==> src/rtl/dh_ctrl_pkg.sv <==
// Shared types and verdict constants for the DH acceptance sequencer.
// Each verdict is a 48-bit ASCII word with the first character in the MSBs.
package dh_ctrl_pkg;

    typedef enum logic [2:0] {
        IDLE  = 3'd0,
        CHECK = 3'd1,
        PASS  = 3'd2,
        FAIL  = 3'd3,
        TOUT  = 3'd4
    } state_t;

    localparam logic [47:0] MSG_ACCEPT = 48'h414343455054; // "ACCEPT"
    localparam logic [47:0] MSG_REJECT = 48'h52454A454354; // "REJECT"
    localparam logic [47:0] MSG_EXPIRE = 48'h455850495245; // "EXPIRE"

endpackage

==> src/rtl/dh_step_timer.sv <==
// Per-step timeout counter. A clear loads TIMEOUT_CYC-1, and the counter then steps down to zero and stays there.
// expire is asserted while the count is zero. A zero TIMEOUT_CYC ties expire low.
module dh_step_timer #(
    parameter int TIMEOUT_CYC = 16
) (
    input  logic clk,
    input  logic rst,
    input  logic clear,
    input  logic enable,
    output logic expire
);

    localparam int TW = (TIMEOUT_CYC > 0) ? $clog2(TIMEOUT_CYC + 1) : 1;

    generate
        if (TIMEOUT_CYC == 0) begin : g_off
            logic unused_in;
            assign unused_in = ^{clk, rst, clear, enable};
            assign expire    = 1'b0;
        end else begin : g_on
            logic [TW-1:0] cnt;

            always_ff @(posedge clk or negedge rst) begin
                if (!rst)
                    cnt <= '0;
                else if (clear)
                    cnt <= TW'(TIMEOUT_CYC - 1);
                else if (enable && cnt != '0)
                    cnt <= cnt - TW'(1);
            end

            assign expire = (cnt == '0);
        end
    endgenerate

endmodule

==> src/rtl/dh_verify_sequencer.sv <==
// Steps through NUM_CHECKS datapath verification results in order and latches a sticky ASCII verdict.
// All outputs are registered copies of the next-state decode, so no input reaches an output combinationally.
module dh_verify_sequencer
    import dh_ctrl_pkg::*;
#(
    parameter  int NUM_CHECKS  = 2,
    parameter  int TIMEOUT_CYC = 16,
    localparam int SEL_W       = ($clog2(NUM_CHECKS) > 0) ? $clog2(NUM_CHECKS) : 1
) (
    input  logic             clk,
    input  logic             rst,
    input  logic             start,
    input  logic             abort,
    input  logic             chk_vld,
    input  logic             chk_ok,
    output logic [SEL_W-1:0] chk_sel,
    output logic             busy,
    output logic             done,
    output logic             accept,
    output logic [47:0]      out
);

    localparam logic [SEL_W-1:0] LAST_SEL = SEL_W'(NUM_CHECKS - 1);

    state_t           state, state_n;
    logic [SEL_W-1:0] sel_n;
    logic [47:0]      out_n;
    logic             done_n;
    logic             tmr_clr, tmr_en, tmr_exp;

    dh_step_timer #(
        .TIMEOUT_CYC(TIMEOUT_CYC)
    ) u_timer (
        .clk   (clk),
        .rst   (rst),
        .clear (tmr_clr),
        .enable(tmr_en),
        .expire(tmr_exp)
    );

    always_comb begin
        state_n = state;
        sel_n   = chk_sel;
        out_n   = out;
        done_n  = 1'b0;
        tmr_clr = 1'b0;
        tmr_en  = 1'b0;
        unique case (state)
            IDLE: begin
                if (start && !abort) begin
                    state_n = CHECK;
                    sel_n   = '0;
                    out_n   = '0;
                    tmr_clr = 1'b1;
                end
            end
            CHECK: begin
                if (abort) begin
                    state_n = IDLE;
                    sel_n   = '0;
                    out_n   = '0;
                end else if (chk_vld && !chk_ok) begin
                    state_n = FAIL;
                    out_n   = MSG_REJECT;
                    done_n  = 1'b1;
                end else if (chk_vld && chk_sel == LAST_SEL) begin
                    state_n = PASS;
                    out_n   = MSG_ACCEPT;
                    done_n  = 1'b1;
                end else if (chk_vld) begin
                    sel_n   = chk_sel + SEL_W'(1);
                    tmr_clr = 1'b1;
                end else if (tmr_exp) begin
                    state_n = TOUT;
                    out_n   = MSG_EXPIRE;
                    done_n  = 1'b1;
                end else begin
                    tmr_en  = 1'b1;
                end
            end
            PASS, FAIL, TOUT: begin
                // chk_sel keeps the deciding step index until the verdict is cleared
                if (abort) begin
                    state_n = IDLE;
                    sel_n   = '0;
                    out_n   = '0;
                end else if (start) begin
                    state_n = CHECK;
                    sel_n   = '0;
                    out_n   = '0;
                    tmr_clr = 1'b1;
                end
            end
            default: begin
                state_n = IDLE;
                sel_n   = '0;
                out_n   = '0;
            end
        endcase
    end

    always_ff @(posedge clk or negedge rst) begin
        if (!rst) begin
            state   <= IDLE;
            chk_sel <= '0;
            out     <= '0;
            done    <= 1'b0;
            busy    <= 1'b0;
            accept  <= 1'b0;
        end else begin
            state   <= state_n;
            chk_sel <= sel_n;
            out     <= out_n;
            done    <= done_n;
            busy    <= (state_n == CHECK);
            accept  <= (state_n == PASS);
        end
    end

endmodule

==> config.mk <==
export PLATFORM = sky130hd
export DESIGN_NAME = dh_verify_sequencer
export DESIGN_NICKNAME = d
export VERILOG_FILES = /design/src/rtl/dh_ctrl_pkg.sv /design/src/rtl/dh_step_timer.sv /design/src/rtl/dh_verify_sequencer.sv
export SDC_FILE = /design/constraint.sdc
export NUM_CORES = 1
export LEC_CHECK = 0
export CORE_MARGIN = 3
export CORE_UTILIZATION = 50
export CTS_CLUSTER_DIAMETER = 80
export DETAILED_ROUTE_END_ITERATION = 8
export DONT_BUFFER_PORTS = 1
export GPL_TIMING_DRIVEN = 0
export PLACE_DENSITY = 0.73
export SLEW_MARGIN = 10
export SYNTH_ARGS = -nofsm -noshare
export SYNTH_HDL_FRONTEND = slang
export SYNTH_HIERARCHICAL = 1
export SYNTH_SLANG_ARGS = --single-unit
==> constraint.sdc <==
create_clock -name clk -period 5 [get_ports clk]
set_clock_uncertainty 0.15 [all_clocks]
set_input_delay 0.25 -clock clk [delete_from_list [all_inputs] [get_ports clk]]
set_output_delay 0.25 -clock clk [all_outputs]
set_load 0.02 [all_outputs]
==> results of run 1 <==
==> cell type report <==
type	instances	area, sq um
Fill cell	201	887
Clock buffer	4	26.3
Timing Repair Buffer	2	20.0
Buffer	44	338
Multi-Input combinational cell	82	514
Inverter	6	22.5
Tap cell	28	35.0
Sequential cell	19	475
==> state kept, by name, indices dropped and copies added (netlist names) <==
name and count:
done 1, busy 1, u_timer/g_on.cnt 5, accept 1
state 3, chk_sel 1, out 7
==> power groups by stage <==
stage	sequential [W]	clock (W)	combinational, W
2_1_floorplan	0.000181	0	0.0000854
3_3_place_gp	0.000183	0	0.0000912
3_5_place_dp	0.000184	0	0.0000934
4_1_cts	0.000181	0.0000817	0.0000979
5_1_grt	0.000182	0.0000889	0.000106
6_report	0.000181	0.0000787	0.0000978
==> routing by layer <==
layer  vias up  wire [um]  global-route usage
met5         -          0                   0
met4         0         23              0.0576
met3         4        185              0.0529
met2        36       1270               0.266
met1       415        984               0.182
li1        445          -                   -
==> worst max path at each step <==
stage,startpoint,to,slack [ns]
after global routing,state[0],u_timer/g_on.cnt[0],2.38
after floorplan,state[2],u_timer/g_on.cnt[3],2.65
after detailed placement,state[2],u_timer/g_on.cnt[3],2.53
after global placement,state[2],u_timer/g_on.cnt[3],2.54
after CTS,state[2],u_timer/g_on.cnt[3],2.49
final,state[2],u_timer/g_on.cnt[3],2.49
==> worst max-delay path: stages (launching register included) <==
cell,delay [ns]
dfrtp_1,0.39
buf_6,0.14
or4b_4,0.51
buf_6,0.16
nor3_1,0.23
or4b_4,0.51
a211o_1,0.30
==> repair_timing <==
item | in CTS | in global routing
hold endpoints to repair | 20 | 0
hold buffers | 2 | 0
endpoints found under the setup margin | 0 | 0
==> cell usage after synthesis <==
master / instances
nor2_1: 7
a21oi_1: 7
buf_4: 42
nor2b_1: 2
a31oi_1: 2
mux2i_1: 3
nand2b_1: 3
buf_6: 2
inv_1: 6
dfrtp_1: 19
a21oi_4: 1
o2bb2ai_1: 1
a221oi_1: 1
nor4_1: 1
o21bai_1: 1
nor4b_1: 1
a22o_1: 3
a31o_2: 1
o311a_1: 1
nor4b_4: 1
conb_1: 1
or2b_1: 1
nand3_1: 1
a211o_1: 1
nand2_1: 4
o31ai_1: 1
a21o_1: 3
ha_1: 1
or4_1: 1
nor3_1: 2
or2_2: 1
a211oi_1: 3
o21ai_0: 4
or4b_4: 2
and3_1: 1
==> cells in the final DEF, fill, tap and decap left out, drive strengths merged, types with 2 or more instances in the layout <==
cell          n
a211oi        3
a21o          3
a21oi         8
a22o          3
a31oi         2
buf          44
clkbuf        4
conb         20
dfrtp        19
dlygate4sd3   2
inv           6
mux2i         3
nand2         4
nand2b        3
nor2          7
nor2b         2
nor3          2
nor4b         2
o21ai         4
or4b          2
==> kinds of logic after synthesis <==
logic type                 Yosys count  share of synthesized area
adders and majority gates            1                    0.00978
muxes                                3                     0.0235
and+or+nand+nor                     28                      0.142
AOI/OAI and AO/OA                   30                      0.168
DFF                                 19                      0.372
buffers and inverters               50                      0.282
other                                1                    0.00293
==> stage by stage <==
stage / power [W] / setup slack, ns / area [sq um] / utilization / std cells
finish: 0.000357 / 2.49 / 1430 / 0.617 / 185
global route: 0.000377 / 2.38 / 1430 / 0.617 / 185
detailed placement: 0.000277 / 2.53 / 1390 / 0.597 / 179
CTS: 0.000360 / 2.49 / 1430 / 0.617 / 185
floorplan: 0.000266 / 2.65 / 1350 / - / 151
global placement: 0.000274 / 2.54 / 1390 / 0.597 / 179
==> flow_summary.yaml, run 1 <==
logic_synthesis:
  yosys.area.top_type_share: 0.372
  synth_cell_types: 35
  synth.ff_latch_count: 19
  postSynthCellCount: 132
  ys_top_cells_by_area: "dfrtp_1, buf_4, a21oi_1"
  ys_warn_count: 6
  mappedNetlistArea_sq_mm: 0.00128
  synth_area_per_cell_sq_um: 9.69
  ys_seq_area_frac: 0.372
  synth_top_area_cell: "dfrtp_1"
global_routing:
  groute.usage.overall: 0.157
  grt_pass1_vias: 822
  antenna_violations_before_repair: 0
  grt_first_pass_wirelength_um: 3910
  overflow_left_after_global_routing: 0
  grt_max_degree: 20
critical_path:
  worst_setup_path_start_kind: "flop"
  crit_fanout: 9
  reg_to_reg_startpoint: "state[2]"
  cp.required_ns: 5.04
  crit_path_class: "reg2reg"
  worstReg2RegEnd: "u_timer/g_on.cnt[3]"
  r2r_slack_ns: 2.49
  r2r.worst_path.cells: 6
  cp-end-kind: "flop"
  worst_ep_arrival_time_ns: 2.56
power_and_ir_drop:
  power_density_mw_per_mm2: 249
  combPwrFrac: 0.274
  p_leak_nw: 0.757
  internal_power_w: 0.000236
  switching_share: 0.340
  power.ir.vdd_worst_v: 0.000197
  clock_group_share_of_total_power: 0.220
  share_seq_of_total_power: 0.506
  switching_power_w: 0.000121
floorplan:
  core_region_area_sq_mm: 0.00232
  floorplan.initialDensity: 0.552
  die_w_um: 56.6
  chipHeight_um: 56.6
  die_area_sq_mm: 0.00320
  num_io_pins: 58
  fp-row-count: 17
clocking:
  clk_pin_slew_worst_paths_ns: 0.11
  clkLatencyLatePin_ns: 0.30
  cts_tree: "yes"
  post_cts_resize_count: 0
  ctsLongestPathBuffers: 2
  cts-htree-levels: 1
  clock_sink_count: 19
  ctsRootBufferMaster: "clkbuf_4"
  post_cts.repair.setup_buffers: 0
  cts-buffers-inserted: 3
route:
  wl_per_cell_um: 13.3
  drt-pass1-iter-count: 4
  route.detailed.drc: 0
  detail-route-antenna-nets: 0
  drt_iter0_drc: 18
  drt-total-wl_um: 2460
  route.vias.total: 900
  vias_per_cell: 4.86
sta:
  timing.final.max_slew_violations: 0
  post-route-period-util: 0.502
  hold_ws_ns: 0.0198
  period_needed_ns: 2.51
  setup_viol_count_final: 0
  final_hold_fails: 0
  worst_slew_pin_slew_ns: 0.959
  max-slew-margin-rel: 0.361
  tns_ns: 0
  fmax_ghz: 0.398
  rsz0062_at_grt: "no"
status:
  run_status: "completed"
cells_and_area:
  synthToLayoutAreaGrowth_pct: 11.9
  diodes: 0
  final_net_count: 165
  drive_above_1_share: 0.338
run:
  max_cap_viol_count: 0
placed_design:
  port-buffer-count: 0
  dp_hpwl_um: 1920
  place.gp.congestion: 0.778
hold_path:
  endpoint_with_the_worst_hold_slack: "out[44]"
  worst_hold_path_stage_count: 2
  min-delay-start: "chk_ok"
  min_path_type: "in2reg"
Note: power is estimated with default switching activity, not from simulation.
==> inputs of run 2 (changes only) <==
- PLACE_DENSITY: 0.73 -> 0.76
- clock period: 5 -> 2.1 ns (I/O delays scaled with it)
==> flow_summary.yaml, run 2 (synthesis results as in run 1) <==
sta:
  final.setup.worst_slack_ns: -0.147
  fmax_ghz: 0.445
  post-route-period-util: 1.07
  timing.final.max_slew_violations: 0
  period_needed_ns: 2.25
  final_hold_fails: 0
  max-slew-margin-rel: 0.448
  rsz0062_at_grt: "yes"
  setup_viol_count_final: 2
  worst_slew_pin_slew_ns: 0.825
placed_design:
  placedCellCount: 179
  dp_hpwl_um: 1840
  place.gp.congestion: 0.790
  port-buffer-count: 0
floorplan:
  chipHeight_um: 56.6
  floorplan.initialDensity: 0.552
  fp-row-count: 17
  num_io_pins: 58
  core_region_area_sq_mm: 0.00232
  die_area_sq_mm: 0.00320
  die_w_um: 56.6
global_routing:
  groute.usage.overall: 0.157
  grt_max_degree: 20
  overflow_left_after_global_routing: 0
  antenna_violations_before_repair: 0
  grt_pass1_vias: 883
  grt_first_pass_wirelength_um: 3950
critical_path:
  crit_path_class: "reg2reg"
  worst_ep_arrival_time_ns: 2.28
  worst_setup_path_start_kind: "flop"
  cp-end-kind: "flop"
  cp.required_ns: 2.13
  crit_fanout: 9
cells_and_area:
  drive_above_1_share: 0.382
  leading_cell_types_in_the_layout_fill_and_taps_excluded: "buf_4, conb_1, dfrtp_1"
  post-route-util: 0.661
  final_net_count: 173
  largestRegisters: "out (7), u_timer/g_on.cnt (5), state (3)"
  flip_flop_count_of_the_largest_register_after_layout: 7
  filler_cell_count: 196
  finalNonFillerCells: 193
  diodes: 0
  synthToLayoutAreaGrowth_pct: 19.9
  largest_register: "out"
  mostFrequentLayoutCell: "buf_4"
clocking:
  ctsRootBufferMaster: "clkbuf_4"
  clk_pin_slew_worst_paths_ns: 0.10
  clock_sink_count: 19
  cts_tree: "yes"
  clkLatencyLatePin_ns: 0.29
  cts-buffers-inserted: 3
  ctsLongestPathBuffers: 2
  cts-htree-levels: 1
hold_path:
  min_path_type: "in2reg"
route:
  drt-total-wl_um: 2540
  drt-pass1-iter-count: 4
  wl_per_cell_um: 13.2
  drt_iter0_drc: 24
  route.vias.total: 977
  vias_per_cell: 5.06
  detail-route-antenna-nets: 0
  route.detailed.drc: 0
status:
  failed_checks: "setup timing"
  run_status: "complete, but fails checks"
run:
  max_cap_viol_count: 0
power_and_ir_drop:
  p_leak_nw: 0.795
  power_density_mw_per_mm2: 562
  power.ir.vdd_worst_v: 0.000451
-- run 2: per-stage QoR --
step / setup TNS, ns / hold WS, ns / setup WS (ns) / cell area [sq um] / total power [W]
after global routing: -0.388 / 0.0113 / -0.205 / 1530 / 0.000914
final: -0.169 / 0.0137 / -0.147 / 1530 / 0.000862
after floorplan: -0.141 / -0.341 / -0.141 / 1360 / 0.000635
after detailed placement: -1.16 / -0.340 / -0.235 / 1400 / 0.000661
after global placement: -0.494 / -0.340 / -0.199 / 1400 / 0.000654
after CTS: -0.193 / 0.00328 / -0.193 / 1490 / 0.000862
-- run 2: final cells by class --
type / instances / area (sq um) / share of cell area
plain buffers: 43 / 327 / 0.213
clock buffers: 4 / 26.3 / 0.0171
inverters: 6 / 22.5 / 0.0147
multi-input cells: 82 / 551 / 0.359
flip-flops and latches: 19 / 477 / 0.311
well taps: 28 / 35.0 / 0.0229
repair buffers: 11 / 95.1 / 0.0620
-- run 2: path summary, 6_finish.rpt --
check                                 endpoint                 from  slack (ns)  cells after the start
min                                    out[44]              chk_vld        0.01                      3
max in group asynchronous             state[1]                  rst        1.04                      1
max                        u_timer/g_on.cnt[3]             state[2]       -0.15                      5
min reg2reg                u_timer/g_on.cnt[4]  u_timer/g_on.cnt[4]        0.44                      1
min in group asynchronous              out[38]                  rst        0.19                      1
max reg2reg                u_timer/g_on.cnt[3]             state[2]       -0.15                      5
-- run 2: repair_timing --
action                                 4_1_cts  5_1_grt
resized for setup                            2        3
gates cloned                                 0        0
hold buffers                                 5        0
pin swaps                                    2        1
endpoints found under the hold margin       34        0
setup buffers                                3        3
setup endpoints to repair                   11        7
-- run 2: worst max-delay path: stages, from the launching register on --
cell and delay (ns):
dfrtp_1 0.40, buf_6 0.14, or4b_4 0.51, nor3_4 0.19
or4b_4 0.48, a211o_1 0.27
-- run 2: layer usage --
metal | vias up | GRT usage | share of wire | routed length, um
li1 | 460 | - | - | -
met1 | 450 | 0.186 | 0.39 | 987
met2 | 60 | 0.261 | 0.47 | 1200
met3 | 7 | 0.0506 | 0.12 | 293
met4 | 0 | 0.0610 | 0.022 | 57
met5 | - | 0 | 0 | 0
-- run 2: power by group --
group	total (W)	switching, W	internal (W)	leakage (nW)
combinational	0.000251	0.000142	0.000109	0.541
clock	0.000179	0.000105	0.0000739	0.0150
sequential	0.000431	0.0000433	0.000388	0.239
==> inputs of run 3 (changes only) <==
- CORE_ASPECT_RATIO: unset -> 1.2
==> flow_summary.yaml, run 3 (synthesis results as in run 1) <==
cells_and_area:
  leading_cell_types_in_the_layout_fill_and_taps_excluded: "buf_4, conb_1, dfrtp_1"
  mostFrequentLayoutCell: "buf_4"
  filler_cell_count: 198
  drive_above_1_share: 0.370
  largest_register: "out"
  flip_flop_count_of_the_largest_register_after_layout: 7
  final_net_count: 170
  multi_input_area_sq_um: 552
  synthToLayoutAreaGrowth_pct: 18.5
  post-route-util: 0.644
  diodes: 0
  largestRegisters: "out (7), u_timer/g_on.cnt (5), state (3)"
  final_design_area_no_fill_sq_mm: 0.00152
  regArea_sq_um: 477
  finalNonFillerCells: 193
floorplan:
  core_region_area_sq_mm: 0.00235
  die_area_sq_mm: 0.00320
  die_w_um: 52.2
  fp-row-count: 19
  num_io_pins: 58
  floorplan.initialDensity: 0.543
  chipHeight_um: 61.4
power_and_ir_drop:
  power.ir.vdd_worst_v: 0.000356
  combPwrFrac: 0.285
  internal_power_w: 0.000568
  share_seq_of_total_power: 0.498
  power_density_mw_per_mm2: 569
  switching_share: 0.341
  switching_power_w: 0.000294
  p_leak_nw: 0.786
  total_design_power_w: 0.000862
  clock_group_share_of_total_power: 0.217
placed_design:
  postPlaceCellArea_sq_mm: 0.00140
  port-buffer-count: 0
  place.gp.congestion: 0.866
  dp_hpwl_um: 1820
  placedCellCount: 182
sta:
  post-route-period-util: 1.04
  fmax_ghz: 0.456
  max-slew-margin-rel: 0.439
  final_hold_fails: 5
  timing.final.max_slew_violations: 0
  hold_ws_ns: -0.133
  rsz0062_at_grt: "yes"
  worst_slew_pin_slew_ns: 0.839
  period_needed_ns: 2.19
  setup_viol_count_final: 1
  final.setup.worst_slack_ns: -0.0909
route:
  route.vias.total: 958
  detail-route-antenna-nets: 0
  vias_per_cell: 4.96
  route.detailed.drc: 0
  wl_per_cell_um: 12.7
  drt-pass1-iter-count: 4
  drt-total-wl_um: 2450
  drt_iter0_drc: 29
global_routing:
  grt_pass1_vias: 810
  grt_max_degree: 20
  antenna_violations_before_repair: 0
  overflow_left_after_global_routing: 0
  groute.usage.overall: 0.153
  grt_first_pass_wirelength_um: 3670
run:
  max_cap_viol_count: 0
clocking:
  clkLatencyLatePin_ns: 0.30
  ctsRootBufferMaster: "clkbuf_4"
  hold_buffers: 5
  clock_sink_count: 19
  clk_pin_slew_worst_paths_ns: 0.10
  cts-buffers-inserted: 3
  ctsLongestPathBuffers: 2
  cts_tree: "yes"
  cts-htree-levels: 1
critical_path:
  cp.required_ns: 2.15
  worst_setup_path_start_kind: "flop"
  cp_slowest_cell: "or4b_4"
  worstPathBufferInverterCount: 1
  worstPathCellList: "buf_6 -> or4b_4 -> nor3_4 -> or4b_4 -> a211o_1"
  cp-end-kind: "flop"
  crit_fanout: 9
  path_common_cell: "or4b_4"
  crit_path_class: "reg2reg"
  critPathTopFamily: "simple AND/OR/NAND/NOR gates"
  critPathMaxStageDelay_ns: 0.51
  worst_ep_arrival_time_ns: 2.24
status:
  run_status: "complete, but fails checks"
  failed_checks: "hold timing, setup timing"
hold_path:
  min_path_type: "in2reg"
[run 3: stage by stage]
step                setup WS (ns)  setup TNS, ns
finish                    -0.0909        -0.0909
global route               -0.137         -0.146
CTS                        -0.113         -0.113
detailed placement         -0.204          -1.03
global placement           -0.198         -0.450
floorplan                  -0.141         -0.141
[run 3: final timing paths]
kind / from / to / slack (ns) / cells after the start
max: state[2] / u_timer/g_on.cnt[3] / -0.09 / 5
min: abort / u_timer/g_on.cnt[0] / -0.13 / 3
max reg2reg: state[2] / u_timer/g_on.cnt[3] / -0.09 / 5
min reg2reg: state[2] / state[2] / 0.42 / 2
max in group asynchronous: rst / state[1] / 1.04 / 1
min in group asynchronous: rst / out[40] / 0.19 / 1
[run 3: power by group through the flow]
stage          clock network (W)  logic [W]  registers [W]
3_5_place_dp                   0   0.000222       0.000438
4_1_cts                 0.000195   0.000239       0.000430
3_3_place_gp                   0   0.000218       0.000436
6_report                0.000187   0.000246       0.000429
2_1_floorplan                  0   0.000205       0.000431
5_1_grt                 0.000205   0.000267       0.000433
[run 3: area by class of cell]
| cell class | instances | share of cell area |
|---|---|---|
| Timing Repair Buffer | 8 | 0.0479 |
| Multi-Input combinational cell | 82 | 0.364 |
| Buffer | 43 | 0.216 |
| Sequential cell | 19 | 0.315 |
| Tap cell | 31 | 0.0256 |
| Inverter | 6 | 0.0149 |
| Clock buffer | 4 | 0.0173 |
[run 3: repair_timing]
action,CTS,global route
hold endpoints to repair,33,5
setup endpoints to repair,12,7
buffers inserted,2,1
gates resized for setup,2,3
pin swaps,1,0
[run 3: tightest hold or removal path: cells and delay by family]
kind	cells	cell delay, ns
multiplexers	1	0.07
AO/OA/AOI/OAI	1	0.03
AND/OR/NAND/NOR	1	0.08
[run 3: per-layer routing]
metal,track usage,wire [um],part of all wire,up-vias
li1,-,-,-,456
met1,0.170,915,0.37,459
met2,0.276,1300,0.53,36
met3,0.0436,196,0.080,7
met4,0.0620,37,0.015,0
met5,0,0,0,-
